`config.mk`:
```
export PLATFORM = sky130hd
export DESIGN_NAME = sram_load_seq
export DESIGN_NICKNAME = d
export VERILOG_FILES = /design/src/rtl/sram_load_seq.sv
export SDC_FILE = /design/constraint.sdc
export NUM_CORES = 1
export LEC_CHECK = 0
export ABC_AREA = 1
export BUFFER_PORTS_ARGS = -buffer_cell sky130_fd_sc_hd__buf_2
export CORE_MARGIN = 3
export CORE_UTILIZATION = 45
export DETAILED_ROUTE_END_ITERATION = 12
export GPL_TIMING_DRIVEN = 1
export PLACE_DENSITY = 0.65
export SLEW_MARGIN = 20
export SYNTH_ARGS = -nofsm -noshare
export SYNTH_HDL_FRONTEND = slang
export SYNTH_SLANG_ARGS = --single-unit
export TNS_END_PERCENT = 1
```
`constraint.sdc`:
```
create_clock -name pulse -period 2.05 [get_ports pulse]
set_clock_uncertainty 0.05 [all_clocks]
set_input_delay 0.205 -clock pulse [delete_from_list [all_inputs] [get_ports pulse]]
set_output_delay 0.205 -clock pulse [all_outputs]
set_load 0.05 [all_outputs]
```
`src/rtl/sram_load_seq.sv`:
```
// Byte-stream to SRAM write sequencer: packs bytes LSB-first into LOAD_SIZE-bit words.
// Optional checksum output enabled by defining SRAM_LOAD_CHECKSUM_EN.
module sram_load_seq #(
    parameter int LOAD_SIZE     = 16,
    parameter int MAX_LOCATIONS = 1024
) (
    input  logic                 pulse,
    input  logic                 rst_n,
    input  logic                 start,
    input  logic [LOAD_SIZE-1:0] base_addr,
    input  logic [LOAD_SIZE-1:0] word_count,
    input  logic [7:0]           byte_in,
    input  logic                 byte_valid,
    output logic                 byte_ready,
    output logic [LOAD_SIZE-1:0] addr_out,
    output logic [LOAD_SIZE-1:0] data_out,
    output logic                 wr_en,
    output logic                 busy,
    output logic                 done,
`ifdef SRAM_LOAD_CHECKSUM_EN
    output logic [7:0]           checksum,
`endif
    output logic                 err
);

    localparam int BYTES = LOAD_SIZE / 8;
    localparam int IDXW  = (BYTES > 1) ? $clog2(BYTES) : 1;
    localparam logic [LOAD_SIZE:0] LIMIT = (LOAD_SIZE + 1)'(MAX_LOCATIONS);

    typedef enum logic [1:0] {IDLE, RECV, WRITE, DONE} state_t;

    state_t               state_q;
    logic [IDXW-1:0]      idx_q;
    logic [LOAD_SIZE-1:0] word_q;
    logic [LOAD_SIZE-1:0] cur_addr_q;
    logic [LOAD_SIZE-1:0] remain_q;
    logic                 byte_ready_q;
    logic [LOAD_SIZE-1:0] addr_q;
    logic [LOAD_SIZE-1:0] data_q;
    logic                 wr_en_q;
    logic                 busy_q;
    logic                 done_q;
    logic                 err_q;
`ifdef SRAM_LOAD_CHECKSUM_EN
    logic [7:0]           csum_q;
`endif

    logic [LOAD_SIZE:0]   sum_d;
    logic                 range_err_d;
    logic [LOAD_SIZE-1:0] word_d;
    logic                 hs_d;
    logic                 last_byte_d;

    always_comb begin
        sum_d       = {1'b0, base_addr} + {1'b0, word_count};
        range_err_d = (sum_d > LIMIT);
        hs_d        = byte_valid && byte_ready_q;
        last_byte_d = (idx_q == IDXW'(BYTES - 1));
        word_d      = word_q;
        word_d[8*idx_q +: 8] = byte_in;
    end

    always_ff @(posedge pulse or negedge rst_n) begin
        if (!rst_n) begin
            state_q      <= IDLE;
            idx_q        <= '0;
            word_q       <= '0;
            cur_addr_q   <= '0;
            remain_q     <= '0;
            byte_ready_q <= 1'b0;
            addr_q       <= '0;
            data_q       <= '0;
            wr_en_q      <= 1'b0;
            busy_q       <= 1'b0;
            done_q       <= 1'b0;
            err_q        <= 1'b0;
`ifdef SRAM_LOAD_CHECKSUM_EN
            csum_q       <= '0;
`endif
        end else begin
            case (state_q)
                IDLE: begin
                    if (start) begin
                        cur_addr_q <= base_addr;
                        remain_q   <= word_count;
                        idx_q      <= '0;
                        word_q     <= '0;
                        busy_q     <= 1'b1;
`ifdef SRAM_LOAD_CHECKSUM_EN
                        csum_q     <= '0;
`endif
                        if (word_count == '0) begin
                            err_q   <= 1'b0;
                            done_q  <= 1'b1;
                            state_q <= DONE;
                        end else if (range_err_d) begin
                            err_q   <= 1'b1;
                            done_q  <= 1'b1;
                            state_q <= DONE;
                        end else begin
                            err_q        <= 1'b0;
                            byte_ready_q <= 1'b1;
                            state_q      <= RECV;
                        end
                    end
                end
                RECV: begin
                    if (hs_d) begin
`ifdef SRAM_LOAD_CHECKSUM_EN
                        csum_q <= csum_q ^ byte_in;
`endif
                        if (last_byte_d) begin
                            // Write strobe is registered, so it lands the cycle after the last byte.
                            idx_q        <= '0;
                            data_q       <= word_d;
                            addr_q       <= cur_addr_q;
                            wr_en_q      <= 1'b1;
                            byte_ready_q <= 1'b0;
                            state_q      <= WRITE;
                        end else begin
                            word_q <= word_d;
                            idx_q  <= idx_q + 1'b1;
                        end
                    end
                end
                WRITE: begin
                    wr_en_q    <= 1'b0;
                    cur_addr_q <= cur_addr_q + 1'b1;
                    remain_q   <= remain_q - 1'b1;
                    if (remain_q == LOAD_SIZE'(1)) begin
                        done_q  <= 1'b1;
                        state_q <= DONE;
                    end else begin
                        byte_ready_q <= 1'b1;
                        state_q      <= RECV;
                    end
                end
                DONE: begin
                    done_q  <= 1'b0;
                    busy_q  <= 1'b0;
                    state_q <= IDLE;
                end
                default: state_q <= IDLE;
            endcase
        end
    end

    assign byte_ready = byte_ready_q;
    assign addr_out   = addr_q;
    assign data_out   = data_q;
    assign wr_en      = wr_en_q;
    assign busy       = busy_q;
    assign done       = done_q;
    assign err        = err_q;
`ifdef SRAM_LOAD_CHECKSUM_EN
    assign checksum   = csum_q;
`endif

endmodule

```
==> results_dict.tcl <==
set metrics [dict create \
    syn_nets 846 \
    routed.top_layer "met4" \
    synth-main-ff-cell "dfrtp_1" \
    core_area_sq_mm 0.01206 \
    layout_common_cells "nand2_1, inv_1, dfrtp_1" \
    yosys.area.top_type "dfrtp_1" \
    yosysUniqueCellTypes 45 \
    power_density_mw_per_mm2 1410 \
    start_util_pct 46.38 \
    met1Wirelength_um 7035 \
    die-area_sq_mm 0.01381 \
    worst_pin_slew_ns 0.6160 \
    cts_buffer_depth 2 \
    port_buffers 80 \
    drtPass1Iterations 5 \
    ant_nets 0 \
    synth.top_cell.area_share_pct 39.36 \
    h-tree-depth 3 \
    synth_cells 782 \
    met3_length_um 784 \
    cp-startpoint "remain_q[2]$_DFFE_PN0P_" \
    rr_endpoint "remain_q[15]$_DFFE_PN0P_" \
    end_kind "register" \
    setup-violations-final 0 \
    finalHoldWorstSlack_ns 0.07588 \
    ys_seq_area_share_pct 39.36 \
    route.detailed.drc 0 \
    syn2layout_area_growth_pct 25.23 \
    yosys_warnings 0 \
    synth_edf_count 0 \
    drive_above_1_share_pct 23.48 \
    grt_max_degree 62 \
    reg2reg_slack_ns 0.13 \
    period_share_pct 93.82 \
    irDropWorstVdd_mv 0.6317 \
    finalPower_uw 9880 \
    power.leakage_uw 0.003693 \
    synth-seq-cells 88 \
    startpoint_type "register" \
    final_common_cell "nand2_1" \
    critPathKind "register to register" \
    grt_usage_pct 21.88 \
    required_ns 2.22 \
    diodes 0 \
    clk_pin_slew_ns 0.07 \
    place.gp.congestion 0.8938 \
    place_area_sq_mm 0.006640 \
    die_w_um 117.5 \
    clk_latency_ns 0.34 \
    r2r_cells 14 \
    avgViaCountPerCell 4.967 \
    grt_pass1_vias 5119 \
    syn_area_sq_mm 0.005594 \
    grt_pass1_wl_um 24960 \
    tns_ns 0 \
    grt.overflow.total 0 \
    antenna_found_initial 0 \
    path_max_fanout 4 \
    slew_viol_final 0 \
    wl_per_cell_um 13.92 \
    cts_sinks 88 \
    status "finished, final reports clean" \
    hold_violations 0 \
    timing.rr.start "remain_q[2]$_DFFE_PN0P_" \
    drtIter0Drc 465 \
    synth_area_leaders "dfrtp_1, nand2_1, inv_1, nand3_1, ha_1" \
    fin_crit_ns 1.923 \
    dp_hpwl_um 11680 \
    die_h_um 117.5 \
    vias 5424 \
    totalWireLength_um 15210 \
    cp-endpoint "remain_q[15]$_DFFE_PN0P_" \
    rsz0062_at_grt "yes" \
    slew_headroom_pct 58.55 \
    std_cell_rows 40 \
    cts_tree "built" \
    hp-class "primary input to register" \
    postCtsSetupBuffers 0 \
    pin_count 81 \
    finalInstanceArea_sq_mm 0.007005 \
    root_buffer "clkbuf_16" \
    wl_met2_um 7134 \
    avgSynthCellArea_sq_um 7.154 \
    cap_violations 0 \
    async_flop_share_pct 100.0 \
    final_nets 984 \
    crit_arrival_ns 2.10 \
    max_freq_mhz 519.9 \
    cts_inserted_buffers 9 \
]
## state kept, by name (all words and copies together) (netlist names)
name        cells
addr_out       16
cur_addr_q     16
data_out       16
remain_q       16
word_q         16
state_q         2
busy            1
byte_ready      1
done            1
err             1
idx_q           1
wr_en           1
## routing by layer
layer | vias to the layer above | global-route usage, %
met5 | - | 0
met4 | 0 | 6.154
met3 | 21 | 4.421
met2 | 138 | 36.02
met1 | 2479 | 29.49
li1 | 2786 | -
## per-stage QoR
stage	utilization, %	instances	setup slack [ns]
after global placement	55.05	1075	-0.2278
after detailed placement	55.05	1075	-0.2527
after CTS	57.56	1091	0.07905
after floorplan	-	782	0.01581
after global routing	58.08	1092	-0.05260
final	58.08	1092	0.1267
## report_power, final
group / internal [uW] / switching [uW] / total (uW)
registers: 2540 / 543 / 3080
clock network: 940 / 672 / 1610
logic: 1560 / 3620 / 5180
total: 5040 / 4840 / 9880
## worst max-delay path: stages (launching register included)
cell     delay, ns
dfrtp_1       0.43
nor2_2        0.13
nand2_2       0.08
nor2_4        0.14
nand2_2       0.07
nor2_2        0.12
nand2_2       0.09
nor2_4        0.10
nand2_2       0.07
nor2_4        0.10
nand3_2       0.11
o21ai_1       0.14
nand3_1       0.08
nand2_1       0.07
nand2_1       0.05
## kinds of logic (layout without fill, tap and decap cells)
family                     count (synthesis)  count (layout)  synth area share (%)
and+or+nand+nor                          427             427                 33.86
buffers and inverters                    129             270                 9.282
AOI/OAI and AO/OA                        107             108                 11.16
DFF                                       88              88                 39.36
adders and majority gates                 20              20                 4.608
xor gates and xnor gates                  11              11                 1.722
## final cells by class
cell class,count,area (sq um)
Multi-Input combinational cell,566,2938
Inverter,105,399.1
Fill cell,1128,5056
Sequential cell,88,2203
Clock inverter,5,57.56
Tap cell,168,210.2
Timing Repair Buffer,150,968.4
Clock buffer,10,229.0
## synthesized netlist by cell type (2+ instances only)
cell	instances
nand2_1	269
inv_1	98
dfrtp_1	88
nand3_1	60
nor2_1	42
o21ai_0	34
o21ai_1	27
ha_1	19
a21oi_1	17
nor2_2	12
clkbuf_1	10
o211ai_1	10
xor2_1	9
buf_2	8
nand2_2	7
inv_2	6
nand4_1	6
nand3_2	5
nor2_4	5
nor3_1	5
nor4_1	5
o221ai_1	5
buf_4	4
and2_1	3
nand4_2	3
o22ai_1	3
a211oi_1	2
o31ai_1	2
xnor2_1	2
## worst min path at each step
| stage | startpoint | endpoint | cells after the start |
|---|---|---|---|
| final | base_addr[14] | cur_addr_q[14]$_DFFE_PN0P_ | 3 |
| after global routing | base_addr[14] | cur_addr_q[14]$_DFFE_PN0P_ | 3 |
| after CTS | base_addr[14] | cur_addr_q[14]$_DFFE_PN0P_ | 3 |
| after detailed placement | rst_n | cur_addr_q[12]$_DFFE_PN0P_ | 1 |
| after global placement | rst_n | addr_out[11]$_DFFE_PN0P_ | 1 |
| after floorplan | rst_n | addr_out[0]$_DFFE_PN0P_ | 0 |
## what timing repair did
action / 4_1_cts / 5_1_grt
endpoints found under the setup margin: 1 / 50
pin swaps: 0 / 2
cloned: 0 / 1
gates resized for setup: 1 / 14
hold endpoints to repair: 27 / 0
hold buffers: 1 / 0
(Power assumes the default switching activity.)
